<file path="src/rtl/fft_mag_streamer.sv">
// fft_mag_streamer: captures one FFT result frame on fft_finish and streams
// one magnitude estimate per bin over a valid/ready interface.
// Ports:
//   clk, rst_n   clock, asynchronous active-low reset
//   fft_data     N*MSB flat result bus, bin i at [MSB*i +: MSB]
//   fft_finish   one-cycle pulse, fft_data valid this cycle
//   out_data     unsigned magnitude estimate (MSB/2+1 bits)
//   out_index    natural-order bin number of out_data
//   out_valid    beat valid
//   out_ready    consumer accepts the current beat
//   out_last     beat carries bin N-1
//   busy         frame captured and not yet fully transferred
//   overrun      one-cycle pulse, a frame was dropped
module fft_mag_streamer #(
  parameter int unsigned N      = 16,
  parameter int unsigned MSB    = 16,
  parameter int unsigned BITREV = 1
) (
  input  logic                   clk,
  input  logic                   rst_n,
  input  logic [MSB*N-1:0]       fft_data,
  input  logic                   fft_finish,
  output logic [MSB/2:0]         out_data,
  output logic [$clog2(N)-1:0]   out_index,
  output logic                   out_valid,
  input  logic                   out_ready,
  output logic                   out_last,
  output logic                   busy,
  output logic                   overrun
);

  localparam int unsigned H = MSB / 2;
  localparam int unsigned W = H + 1;
  localparam int unsigned A = $clog2(N);

  typedef enum logic {S_IDLE, S_STREAM} state_t;

  state_t             state_q, state_d;
  logic [N*MSB-1:0]   frame_q;
  logic [A-1:0]       cnt_d;
  logic [W-1:0]       data_d;
  logic               valid_d, last_d, busy_d, overrun_d;
  logic               xfer, final_beat, start;
  logic [A-1:0]       cnt_nxt;
  logic [MSB-1:0]     nxt_word;

  // Buffer slot holding natural-order bin k.
  function automatic logic [A-1:0] slot_of(input logic [A-1:0] k);
    logic [A-1:0] r;
    for (int i = 0; i < int'(A); i++) r[i] = k[int'(A) - 1 - i];
    return (BITREV != 0) ? r : k;
  endfunction

  // max(|re|,|im|) + min(|re|,|im|)/2; absolute values fit in H unsigned bits.
  function automatic logic [W-1:0] mag(input logic [MSB-1:0] w);
    logic [H-1:0] re, im, ar, ai, mx, mn;
    re = w[MSB-1:H];
    im = w[H-1:0];
    ar = re[H-1] ? (~re + H'(1)) : re;
    ai = im[H-1] ? (~im + H'(1)) : im;
    if (ar >= ai) begin
      mx = ar;
      mn = ai;
    end else begin
      mx = ai;
      mn = ar;
    end
    return W'(mx) + W'(mn >> 1);
  endfunction

  assign xfer       = out_valid && out_ready;
  assign final_beat = xfer && (out_index == A'(N - 1));
  // A new frame is accepted when idle or on the edge that retires the last beat.
  assign start      = fft_finish && ((state_q == S_IDLE) || final_beat);
  assign cnt_nxt    = out_index + A'(1);
  assign nxt_word   = frame_q[MSB*int'(slot_of(cnt_nxt)) +: MSB];

  // Next-state and next-output logic.
  always_comb begin
    state_d   = state_q;
    cnt_d     = out_index;
    data_d    = out_data;
    valid_d   = out_valid;
    last_d    = out_last;
    busy_d    = busy;
    overrun_d = 1'b0;
    unique case (state_q)
      S_IDLE: begin
        if (start) begin
          state_d = S_STREAM;
          cnt_d   = '0;
          data_d  = mag(fft_data[MSB*int'(slot_of('0)) +: MSB]);
          valid_d = 1'b1;
          last_d  = 1'b0;
          busy_d  = 1'b1;
        end
      end
      S_STREAM: begin
        if (start) begin
          cnt_d   = '0;
          data_d  = mag(fft_data[MSB*int'(slot_of('0)) +: MSB]);
          last_d  = 1'b0;
        end else if (final_beat) begin
          state_d = S_IDLE;
          valid_d = 1'b0;
          last_d  = 1'b0;
          busy_d  = 1'b0;
        end else begin
          if (xfer) begin
            cnt_d  = cnt_nxt;
            data_d = mag(nxt_word);
            last_d = (cnt_nxt == A'(N - 1));
          end
          overrun_d = fft_finish;
        end
      end
      default: state_d = S_IDLE;
    endcase
  end

  // State and output registers.
  always_ff @(posedge clk or negedge rst_n) begin
    if (!rst_n) begin
      state_q   <= S_IDLE;
      out_index <= '0;
      out_data  <= '0;
      out_valid <= 1'b0;
      out_last  <= 1'b0;
      busy      <= 1'b0;
      overrun   <= 1'b0;
    end else begin
      state_q   <= state_d;
      out_index <= cnt_d;
      out_data  <= data_d;
      out_valid <= valid_d;
      out_last  <= last_d;
      busy      <= busy_d;
      overrun   <= overrun_d;
    end
  end

  // Frame buffer; contents are irrelevant until the first capture.
  always_ff @(posedge clk) begin
    if (start) frame_q <= fft_data;
  end

endmodule

</file>
<file path="config.mk">
export PLATFORM = sky130hd
export DESIGN_NAME = fft_mag_streamer
export DESIGN_NICKNAME = d
export VERILOG_FILES = /design/src/rtl/fft_mag_streamer.sv
export SDC_FILE = /design/constraint.sdc
export NUM_CORES = 1
export LEC_CHECK = 0
export ABC_AREA = 1
export CAP_MARGIN = 10
export CORE_MARGIN = 4
export CORE_UTILIZATION = 55
export DETAILED_ROUTE_END_ITERATION = 6
export GPL_TIMING_DRIVEN = 0
export HOLD_SLACK_MARGIN = 0.05
export PLACE_DENSITY = 0.85
export SETUP_SLACK_MARGIN = 0.02
export SLEW_MARGIN = 20
export SYNTH_ARGS = -nofsm -noshare
export SYNTH_HDL_FRONTEND = slang
export SYNTH_SLANG_ARGS = --single-unit
</file>
<file path="constraint.sdc">
create_clock -name clk -period 28.3 [get_ports clk]
set_clock_uncertainty 0.1 [all_clocks]
set_input_delay 5.66 -clock clk [delete_from_list [all_inputs] [get_ports clk]]
set_output_delay 5.66 -clock clk [all_outputs]
set_load 0.05 [all_outputs]
</file>
Word level (Yosys, flattened, before mapping)
Cells that the tools add are included.
{"block": "classes", "n_addsub": 8, "order_cmp": 2, "eq_ne": 8, "shift": 1, "muxes": 48, "bitwise_logic": 5, "n_reduce_logical": 7}
{"op": "$shiftx A256 B9 Y16", "n": 1}
{"op": "$mux W8", "n": 22}
{"op": "$mux W9", "n": 4}
{"op": "$add A8 B1 Y8 const B", "n": 4}
{"op": "$not A8 Y8", "n": 4}
{"op": "$add A8 B7 Y9", "n": 3}
{"op": "$pmux W9 S2", "n": 1}
{"op": "$ge A8 B8 Y1", "n": 2}
{"op": "$mux W4", "n": 4}
{"op": "$mux W1", "n": 13}
{"op": "$eq A4 B4 Y1 const B", "n": 2}
{"op": "$pmux W4 S2", "n": 1}
{"op": "$pmux W1 S2", "n": 3}
{"op": "$reduce_and A3 Y1", "n": 2}
{"op": "$add A4 B1 Y4 const B", "n": 1}
{"op": "$ne A2 B2 Y1 const B", "n": 2}
{"op": "$ne A4 B1 Y1 const B", "n": 1}
{"op": "$logic_and A1 B1 Y1", "n": 3}
{"op": "$ne A3 B1 Y1 const B", "n": 1}
{"op": "$ne A3 B2 Y1 const B", "n": 1}
{"op": "$ne A2 B1 Y1 const B", "n": 1}
{"op": "$reduce_and A2 Y1", "n": 1}
{"op": "$logic_or A1 B1 Y1", "n": 1}
{"op": "$not A1 Y1", "n": 1}
{"block": "totals", "regBits": 273, "inputBits": 260, "out_inout_bits": 17, "word_cells": 86}

Depth between registers and ports, before layout
Gate-level depths: netlist of the first run.
{"block": "logic_depth", "ltp_word": 16, "mapped_depth": 42, "depth_no_buf": 39}

Worst setup path after synthesis of the first run
No wires, ideal clock.
{"block": "synth_path", "kind": "input port to flip-flop", "from": "in out_ready", "to": "reg out_data[6]", "setup_time_ns": 0.137, "arrival_ns": 18.336, "required_time_ns": 28.063, "setup_slack_ns": 9.727, "cell_stages": 8, "n_path_buf": 0, "cell_sequence": "nand2_1 -> inv_1 -> nand2_1 -> nand2_1 -> inv_1 -> nor2_1 -> o21ai_0 -> o211ai_1"}
{"block": "synth_via", "elab_chain_cells": 6, "word_cells_on_any_way": 10, "classes_between": "3 x eq/ne; 2 x mux; 5 x reduce/logical"}
{"item": "from (decl)", "line": "26", "source": "input logic out_ready,"}
{"item": "$logic_and A1 B1 Y1 *", "line": "71", "source": "assign xfer = out_valid && out_ready;"}
{"item": "$logic_and A1 B1 Y1 *", "line": "72", "source": "assign final_beat = xfer && (out_index == A'(N - 1));"}
{"item": "$logic_or A1 B1 Y1 *", "line": "74", "source": "assign start = fft_finish && ((state_q == S_IDLE) || final_beat);"}
{"item": "$logic_and A1 B1 Y1 *", "line": "74"}
{"item": "via start", "line": "43", "source": "logic xfer, final_beat, start;"}
{"item": "$ne A3 B2 Y1 (no source line) (tied with other cells)"}
{"item": "$reduce_and A3 Y1 (no source line) or $pmux W9 S2 (tied branches)"}
{"item": "to (signal assigned)", "line": "134", "source": "out_data <= data_d;"}
{"item": "to (decl)", "line": "23", "source": "output logic [MSB/2:0] out_data,"}
Mark *: on every way through the listed nets, which the timed path passes. The rest lies on a longest branch.
A chain may end at the register's enable or synchronous reset.

Worst setup path in the final report of the first run
{"block": "layout_path", "from": "in fft_data[8]", "to": "reg out_data[8]"}
{"block": "layout_via", "elab_chain_cells": 10, "word_cells_on_any_way": 17, "classes_between": "3 x add/sub; 1 x order compare; 12 x mux; 1 x bitwise"}
{"item": "from (decl)", "line": "21", "source": "input logic [MSB*N-1:0] fft_data,"}
{"item": "$not A8 Y8", "line": "59", "source": "ar = re[H-1] ? (~re + H'(1)) : re;"}
{"item": "$add A8 B1 Y8", "line": "59"}
{"item": "$mux W8 *", "line": "59"}
{"item": "$ge A8 B8 Y1", "line": "61", "source": "if (ar >= ai) begin"}
{"item": "$mux W8", "line": "61"}
{"item": "$mux W8", "line": "89, 99"}
{"item": "$mux W8", "line": "87", "source": "unique case (state_q)"}
{"item": "$add A8 B7 Y9", "line": "68", "source": "return W'(mx) + W'(mn >> 1);"}
{"item": "$mux W9 (on tied branches)", "line": "99, 89"}
{"item": "$pmux W9 S2 *", "line": "87"}
Every way passes the cells marked *; elsewhere a longest branch is shown, timed or not. The select of a mux whose other input is x is not followed.

==> impl_results.md, run 1 <==
- Top_reg_cell synth: edfxtp_1
- Yosys warns: 0
- Worst reg2reg path endpoint: out_data[6]
- Die Y: approximately 160 µm
- Port Buffers: roughly 280
- Clock sinks: about 270
- Setup crit start: fft_data[8]
- Post-Syn Instances: around 1400
- Die ar.: between 20000 and 30000 µm²
- Layout cell share with drive strength beyond 1: 0.0609
- Global-route wire length before repair: slightly above 60000 µm
- Syn Nets: ~1700
- Worst-Skew Late Latency: roughly 0.56 ns
- Biggest area consumer among synthesized cells: edfxtp_1
- Total CTS buffers: 28
- Grt ovf: 0
- Post-Syn Area: 13400 µm²
- Slew margin rel.: 0.410
- Buffers plus inverters on the worst setup path: 6
- Crit. End Element: flop
- Slowest stage delay, CP: 0.51 ns
- H-tree depth: 1
- HP Class: flop to flop
- Synthesized flop and latch total: 273
- Sequential area share after synthesis: 0.607
- Max Cap Viol: 0
- DR pass1 iterations: 6
- Worst Setup EP: out_data[8]
- IO Pins: 277
- Slowest-stage cell, CP: clkdlybuf4s50_1
- Wire per inst: just over 20 µm
- Vias: ~11000
- Worst EP required: around 29 ns
- FF-to-FF Start: out_index[0]
- Ranking of synthesized cells by area: edfxtp_1, nand2_1, nand3_1
- RSZ-0062 raised after global routing: false
- Most frequent cells after synthesis: nand2_1, edfxtp_1, inv_1
- Final setup violation count: 0
- Drc violations: 0
- Setup CP Type: input pin to flop
- GPL Wtd Cong: between 0.9 and 1
- Area growth syn-to-layout: 31.8%
- Post-synth top area share: 0.575
- Largest net degree at the start of global routing: 31
- Worst-margin pin slew: roughly 0.9 ns
- Endpoints failing hold: 0
- Most common cell in the netlist: nand2_1
- Setup TNS: 0 ns
- Outcome: finished, final reports clean
- CP delay by family, top: buffers and inverters
- Worst EP arrival: 10.54 ns
- Die width: about 160 µm
- Count of cell types in the netlist: between 40 and 50
- Final Max Slew Viols: 0
- Tot GR Track Use: 0.305
- CTS Hold Bufs: 0
- Initial antenna violation count: 5
- Clock root cell: clkbuf_16
- Site Rows: between 50 and 60
- DRT Wirelength: 41600 µm
- Clk pin slew, worst setup/hold paths: ~0.060 ns
- CTS tree: built
- Post-synth EDFFs: ~260
- Critical path depth in cells: 28
- Number of global-route vias before repair: between 10000 and 15000
- Async SR Flop Fraction: 0.0623
- Startpoint Class: input pin
- Core area: about 24000 µm²
- Fin crit share: 0.359
- R2R depth: 38
- R2R Setup Slk: 20.25 ns
- # Post-CTS Setup Buffers: 0
- DRT iter0 DRCs: 1189
- CP max FO: 10
- Synth Area per Inst: between 9 and 10 µm²
- Initial Utilization: 0.565
- Routed Antenna Nets: 0
- Final min period: ~10 ns
- Final Net Count: between 1500 and 2000
- Vias per cell: between 5 and 6
- Fmax: between 90 and 100 MHz
- Placed wire-length estimate: 30700 µm
- Post-cts resize count: 0
- Clock Path Buffers: 3
[layer usage]
metal	global-route usage	up-vias	share of wire	wire length, µm
met2	0.521	641	0.49	20400
met5	0	-	0	0
li1	-	5186	-	-
met3	0.0668	123	0.10	4350
met4	0.126	0	0.040	1660
met1	0.379	5168	0.36	15200
[final cells by class]
class                   count  area [µm²]
multi-input cells         804        4070
repair buffers            286        3010
well taps                 319         399
flip-flops and latches    273        8110
inverters                 236         886
diodes                      5        12.5
plain buffers              60         309
fillers                  1678        6060
clock inverters            10        88.8
clock buffers              38         738
[worst min path at each step]
stage / from / end / slack (ns) / cells past startpoint
floorplan: state_q / state_q / 0.49 / 2
global placement: out_data[7] / out_data[7] / 0.38 / 2
detailed placement: out_data[7] / out_data[7] / 0.37 / 2
CTS: out_data[7] / out_data[7] / 0.38 / 2
global route: out_data[7] / out_data[7] / 0.44 / 2
finish: out_data[7] / out_data[7] / 0.38 / 2
[worst reg2reg max path: cells and delay by family (launching register included)]
family	cells	cell delay, ns
buffers and inverters	12	3.24
flip-flops	1	0.46
AND/OR/NAND/NOR	16	1.89
adder cells (fa/ha/maj)	5	1.52
AO/OA/AOI/OAI	4	0.42
XOR/XNOR	1	0.29
[layout by cell type, fill, tap and decap left out, drive strengths merged, types with 2 or more instances in the layout]
master,count
nand2,369
clkdlybuf4s50,276
edfxtp,256
inv,234
nand3,194
o21ai,62
buf,57
clkbuf,51
ha,36
nor2,36
o211ai,27
xor2,20
a21oi,18
dfrtp,17
clkinv,10
nand4,8
diode,5
xnor2,4
nor3,3
o22ai,3
nand3b,3
and2,3
o21a,2
and3,2
o31ai,2
o21bai,2
o221ai,2
fa,2
or2,2
[cell families after synthesis]
| kind of cell | Yosys count | synth area share |
|---|---|---|
| compound gates | 121 | 0.0530 |
| xor+xnor | 24 | 0.0163 |
| fa+ha+maj | 38 | 0.0367 |
| buf+inv | 296 | 0.0894 |
| flops | 273 | 0.607 |
| simple gates | 621 | 0.198 |
[flip-flops by register name, summed over array words and instances, names as in the netlist]
name / cells
busy: 1
frame_q: 256
out_data: 9
out_index: 4
out_last: 1
overrun: 1
state_q: 1
[per-stage QoR]
stage	setup slack, ns	utilization	cell area (µm²)	cells	hold slack (ns)
after global placement	4.20	0.698	16500	1968	0.382
final	18.14	0.744	17600	2031	0.383
after CTS	18.21	0.744	17600	2026	0.385
after detailed placement	17.64	0.709	16800	1978	0.369
after global routing	17.67	0.744	17600	2031	0.437
after floorplan	9.73	-	13400	1373	0.491
Power of run 1 is not shown: default switching activity piles up to over one toggle a cycle in this logic, so the estimate is an artifact.
==> inputs of run 2 (changes only) <==
--- a/config.mk
+++ b/config.mk
@@ -8,11 +8,11 @@
 export ABC_AREA = 1
 export CAP_MARGIN = 10
 export CORE_MARGIN = 4
-export CORE_UTILIZATION = 55
+export CORE_UTILIZATION = 52
 export DETAILED_ROUTE_END_ITERATION = 6
 export GPL_TIMING_DRIVEN = 0
 export HOLD_SLACK_MARGIN = 0.05
-export PLACE_DENSITY = 0.85
+export PLACE_DENSITY = 0.81
 export SETUP_SLACK_MARGIN = 0.02
 export SLEW_MARGIN = 20
 export SYNTH_ARGS = -nofsm -noshare
==> constraint.sdc (replaced) <==
create_clock -name clk -period 10.2 [get_ports clk]
set_clock_uncertainty 0.1 [all_clocks]
set_input_delay 2.04 -clock clk [delete_from_list [all_inputs] [get_ports clk]]
set_output_delay 2.04 -clock clk [all_outputs]
set_load 0.05 [all_outputs]
==> run 2 against run 1 <==
Count of clock-buffer cells in the layout is 8 lower. Worst hold slack better by 0.018 ns. Die area is 5.5% higher. Critical path depth is 10 higher. Register-to-register slack worse by 18 ns. Non-clock buffer count is 1 higher. Via count is 0.54% lower. Worst setup slack worse by 16 ns. Critical endpoint is now out_data[6].
==> impl_results.md, run 2 (synthesis results as in run 1) <==
- IO Pins: 277 (unchanged)
- Layout cell share with drive strength beyond 1: 0.0620 (+0.00110)
- Die ar.: 28300 µm² (+5.5%)
- Setup CP Type: flop to flop
- Final min period: 8.15 ns
- Final std cells w/o fill: 2044 (+0.64%)
- Vias: 11100 (-0.54%)
- Hold Startpoint: out_data[8]
- Largest registers: frame_q: 256 flops, out_data: 9 flops, out_index: 4 flops
- Grt ovf: 0 (unchanged)
- Worst-margin pin slew: 0.787 ns (-0.0977 ns)
- Slowest-stage cell, CP: clkbuf_1
- Placed wire-length estimate: 30300 µm (-1.1%)
- Max Cap Viol: 0 (unchanged)
- Most common cell after layout, fill and taps aside: nand2_1
- Post-cts resize count: 0 (unchanged)
- Worst EP arrival: 8.45 ns (-2.09 ns)
- Die width: 168 µm (+2.7%)
- Top reg by flops: frame_q
- # Post-CTS Setup Buffers: 0 (unchanged)
- Most frequent cells in the layout: nand2_1, clkdlybuf4s50_1, edfxtp_1, inv_1, nand3_1
- Port Buffers: 276 (unchanged)
- Initial Utilization: 0.529 (-0.0351)
- Hold WS: 0.401 ns (+0.0184 ns)
- Fmax: 123 MHz
- Worst reg2reg path endpoint: out_data[6]
- Hold depth: 2 (unchanged)
- R2R Setup Slk: 2.05 ns (-18.20 ns)
- Die Y: 168 µm (+2.7%)
- Wire per inst: 20.2 µm (-1.4%)
- Worst EP required: 10.50 ns (-18.19 ns)
- Cell Count Post-Placement: 1990 (+0.61%)
- Slowest stage delay, CP: 0.62 ns (+0.11 ns)
- Vias per cell: 5.41 (-1.2%)
- Global-route wire length before repair: 61900 µm (about the same)
- Clock Path Buffers: 3 (unchanged)
- Fin crit share: 0.799
- R2R depth: 38 (unchanged)
- Tot GR Track Use: 0.283 (-0.0219)
- Core area: 25300 µm² (+6.6%)
- CTS Hold Bufs: 0 (unchanged)
- Number of global-route vias before repair: 11200 (-1.3%)
- Clock sinks: 273 (unchanged)
- Final setup violation count: 0 (unchanged)
- Clock root cell: clkbuf_16
- Clk pin slew, worst setup/hold paths: 0.06 ns (about the same)
- DRT Wirelength: 41300 µm (-0.74%)
- Routed Antenna Nets: 0 (unchanged)
- Endpoints failing hold: 0 (unchanged)
- CP max FO: 10 (unchanged)
- Startpoint Class: flop
- RSZ-0062 raised after global routing: false
- Setup TNS: 0 ns (unchanged)
- Final Net Count: 1987 (unchanged)
- DRT iter0 DRCs: 1208 (+1.6%)
- Slew margin rel.: 0.475 (+0.0651)
- Initial antenna violation count: 6 (+1)
- DR pass1 iterations: 6 (unchanged)
- Worst-Skew Late Latency: 0.54 ns (-0.02 ns)
- Final Max Slew Viols: 0 (unchanged)
- Total CTS buffers: 27 (-3.6%)
- FF-to-FF Start: out_index[0]
- Crit. End Element: flop
- H-tree depth: 1 (unchanged)
- HP Class: flop to flop
- CTS tree: built
- Area growth syn-to-layout: 32.0%
- GPL Wtd Cong: 0.889 (-2.7%)
- Max FFs per register: 256 (unchanged)
- Largest net degree at the start of global routing: 30 (-3.2%)
- Site Rows: 58 (+3.6%)
- Hold Path Sink: out_data[8]
- Drc violations: 0 (unchanged)
- Outcome: finished, final reports clean
run 2: cell types whose count changed in the layout (fill, tap and decap cells not counted):
cell,change
clkinvlp_4,+1
clkinv_8,-1
buf_12,-1
clkbuf_1,-7
clkinv_1,+7
clkinv_2,+2
buf_16,+2
clkbuf_16,-1
run 2: worst max-delay path: cells and delay by family, from the launching register on:
| family | cells | cell delay [ns] |
|---|---|---|
| buffers and inverters | 12 | 3.24 |
| and+or+nand+nor | 16 | 1.98 |
| adders and majority gates | 5 | 1.50 |
| DFF | 1 | 0.48 |
| AOI/OAI and AO/OA | 4 | 0.39 |
| xor gates and xnor gates | 1 | 0.33 |
run 2: through the flow:
stage / utilization / setup slack (ns) / area (µm²)
floorplan: - / 3.09 / 13400
global placement: 0.655 / 0.709 / 16600
detailed placement: 0.667 / 2.25 / 16800
CTS: 0.698 / 2.17 / 17600
global route: 0.699 / 1.55 / 17600
finish: 0.699 / 2.05 / 17600
run 2: worst max-delay path by stage:
stage | startpoint | endpoint | slack, ns | depth (start not counted)
2_1_floorplan | out_ready | out_data[2] | 3.09 | 9
3_3_place_gp | out_ready | out_data[2] | 0.71 | 10
3_5_place_dp | out_index[0] | out_data[6] | 2.25 | 38
4_1_cts | out_index[0] | out_data[6] | 2.17 | 38
5_1_grt | out_index[0] | out_data[6] | 1.55 | 38
6_report | out_index[0] | out_data[6] | 2.05 | 38
run 2: per-layer routing:
layer  vias to the layer above  GRT usage  part of all wire
met1                      5160      0.364              0.38
met5                         -          0           0.00031
met3                        91     0.0524             0.093
li1                       5195          -                 -
met4                         2     0.0946             0.031
met2                       610      0.486              0.50
run 2: area by class of cell:
class,instances,area (µm²)
fill,1882,7610
sequential,273,8110
buffer,60,309
multi-input combinational,804,4070
tap,330,413
timing repair buffer,287,3040
clock inverter,19,116
inverter,236,886
antenna,5,12.5
clock buffer,30,687
Power of run 2 is left out for the same reason.
==> inputs of run 3 (changes only) <==
--- a/config.mk
+++ b/config.mk
@@ -8,11 +8,11 @@
 export ABC_AREA = 1
 export CAP_MARGIN = 10
 export CORE_MARGIN = 4
-export CORE_UTILIZATION = 52
+export CORE_UTILIZATION = 47
 export DETAILED_ROUTE_END_ITERATION = 6
 export GPL_TIMING_DRIVEN = 0
 export HOLD_SLACK_MARGIN = 0.05
-export PLACE_DENSITY = 0.81
+export PLACE_DENSITY = 0.77
 export SETUP_SLACK_MARGIN = 0.02
 export SLEW_MARGIN = 20
 export SYNTH_ARGS = -nofsm -noshare
==> constraint.sdc (replaced) <==
create_clock -name clk -period 6.8 [get_ports clk]
set_clock_uncertainty 0.1 [all_clocks]
set_input_delay 1.36 -clock clk [delete_from_list [all_inputs] [get_ports clk]]
set_output_delay 1.36 -clock clk [all_outputs]
set_load 0.05 [all_outputs]
==> run 3 against run 2 <==
Cell count is 2.2% higher. Critical path depth is 2 lower. Maximum frequency is 29% higher. Die area is 10% higher. Wire length is 1.3% lower. Sequential share of layout area is 0.61 points lower. Worst setup slack worse by 1.5 ns. Non-clock buffer count is 2 lower. Utilization is 5.8 points lower. Register-to-register slack worse by 1.5 ns. Final area is 1.4% higher. Worst hold slack better by 0.0084 ns. Critical endpoint is now out_data[8]. Largest cell class unchanged. Highest routed layer is now met4.
==> impl_results.md, run 3 (synthesis results as in run 1) <==
- CTS Hold Bufs: 0 (unchanged)
- FF-to-FF Start: out_index[0]
- Worst-margin pin slew: 0.799 ns (+0.0118 ns)
- Clk pin slew, worst setup/hold paths: 0.06 ns (about the same)
- Drc violations: 0 (unchanged)
- Endpoints failing hold: 0 (unchanged)
- Worst reg2reg path endpoint: out_data[8]
- Buffers plus inverters on the worst setup path: 10 (-2)
- Hold depth: 2 (unchanged)
- Max FFs per register: 256 (unchanged)
- Fin crit share: 0.927 (+0.127)
- GPL Wtd Cong: 0.870 (-2.2%)
- CP max FO: 10 (unchanged)
- Startpoint Class: flop
- Hold Startpoint: out_data[7]
- Most frequent cells in the layout: nand2_1, clkdlybuf4s50_1, edfxtp_1, inv_1, nand3_1
- Worst EP arrival: 6.69 ns (-1.76 ns)
- Placed wire-length estimate: 30300 µm (about the same)
- RSZ-0062 raised after global routing: false
- Final min period: 6.30 ns (-1.85 ns)
- Final Net Count: 1987 (unchanged)
- HP Class: flop to flop
- Clock Path Buffers: 3 (unchanged)
- Core area: 27900 µm² (+11%)
- Largest registers: frame_q: 256 flops, out_data: 9 flops, out_index: 4 flops
- Slew margin rel.: 0.466 (-0.00914)
- Setup CP Type: flop to flop
- Outcome: finished, final reports clean
- Vias per cell: 5.25 (-3.0%)
- Wire per inst: 19.5 µm (-3.4%)
- Total CTS buffers: 29 (+7.4%)
- Worst EP required: 7.19 ns (-3.31 ns)
- Layout cell share with drive strength beyond 1: 0.0731 (+0.0111)
- Die Y: 177 µm (+4.9%)
- Port Buffers: 276 (unchanged)
- H-tree depth: 1 (unchanged)
- DRT Wirelength: 40800 µm (-1.3%)
- Tot GR Track Use: 0.254 (-0.0294)
- Clock root cell: clkbuf_16
- Die ar.: 31200 µm² (+10%)
- Diode count: 0 (-5)
- Final Max Slew Viols: 0 (unchanged)
- CTS tree: built
- Hold Path Sink: out_data[7]
- Initial Utilization: 0.479 (-0.0508)
- Vias: 11000 (-0.90%)
- Slowest stage delay, CP: 0.45 ns (-0.17 ns)
- Fmax: 159 MHz (+29%)
- Die width: 177 µm (+4.9%)
- IO Pins: 277 (unchanged)
- DRT iter0 DRCs: 1093 (-9.5%)
- Layout fillers: 2208 (+17%)
- R2R depth: 36 (-5.3%)
- Final setup violation count: 0 (unchanged)
- Site Rows: 61 (+5.2%)
- Most common cell after layout, fill and taps aside: nand2_1
- R2R Setup Slk: 0.50 ns (-1.55 ns)
- Largest net degree at the start of global routing: 33 (+10%)
- Routed Antenna Nets: 0 (unchanged)
- Slowest-stage cell, CP: dfrtp_2
- Worst-Skew Late Latency: 0.55 ns (about the same)
- Initial antenna violation count: 0 (-6)
- Max Cap Viol: 0 (unchanged)
- Top reg by flops: frame_q
- Global-route wire length before repair: 60700 µm (-1.9%)
- Grt ovf: 0 (unchanged)
- Setup TNS: 0 ns (unchanged)
- Area growth syn-to-layout: 33.8%
- Crit. End Element: flop
- Critical Path Most Common Cell: nand2_1
- Number of global-route vias before repair: 11000 (-1.9%)
- DR pass1 iterations: 6 (unchanged)
- Clock sinks: 273 (unchanged)
- CP delay by family, top: simple AND/OR/NAND/NOR gates
==> run 3: final cells by class <==
class	instances	area, µm²	area share
well taps	378	473	0.0264
multi-input cells	804	4080	0.228
flip-flops and latches	273	8110	0.454
plain buffers	57	333	0.0186
inverters	236	888	0.0497
clock buffers	36	752	0.0420
repair buffers	288	3050	0.171
clock inverters	16	199	0.0111
==> run 3: metrics by stage <==
stage | utilization | setup WS [ns] | instance area (µm²) | instances | hold slack, ns
floorplan | - | 0.366 | 13400 | 1373 | 0.491
finish | 0.640 | 0.499 | 17900 | 2088 | 0.410
detailed placement | 0.605 | -1.16 | 16900 | 2038 | 0.369
CTS | 0.640 | 0.0417 | 17900 | 2089 | 0.413
global route | 0.640 | 0.0734 | 17900 | 2088 | 0.428
global placement | 0.595 | -2.04 | 16600 | 2027 | 0.395
==> run 3: worst max-delay path by stage <==
stage / start / endpoint / depth (start not counted)
after detailed placement: out_index[0] / out_data[8] / 40
after global routing: out_index[0] / out_data[8] / 36
after CTS: out_index[0] / out_data[8] / 37
after floorplan: out_ready / out_data[2] / 9
final: out_index[0] / out_data[8] / 36
after global placement: out_ready / out_data[2] / 10
==> run 3: worst register-to-register path: cells and delay by family (launching register included) <==
kind | cells | cell delay (ns)
compound gates | 4 | 0.54
fa+ha+maj | 5 | 1.46
simple gates | 16 | 1.97
flops | 1 | 0.45
xor+xnor | 1 | 0.20
buf+inv | 10 | 1.51
==> run 3: layer usage <==
layer | global-route usage | up-vias | share of wire | wire length (µm)
met5 | 0 | - | 0 | 0
met4 | 0.0722 | 0 | 0.029 | 1190
met3 | 0.0532 | 89 | 0.090 | 3650
met2 | 0.445 | 539 | 0.49 | 20200
met1 | 0.320 | 5144 | 0.39 | 15700
li1 | - | 5187 | - | -
==> run 3: repair_timing <==
item | CTS | global route
buffers inserted | 0 | 1
pin swaps | 0 | 1
gates cloned | 0 | 0
resized for setup | 17 | 10
setup endpoints to repair | 9 | 4
endpoints found under the hold margin | 0 | 0
Power of run 3 is left out for the same reason.
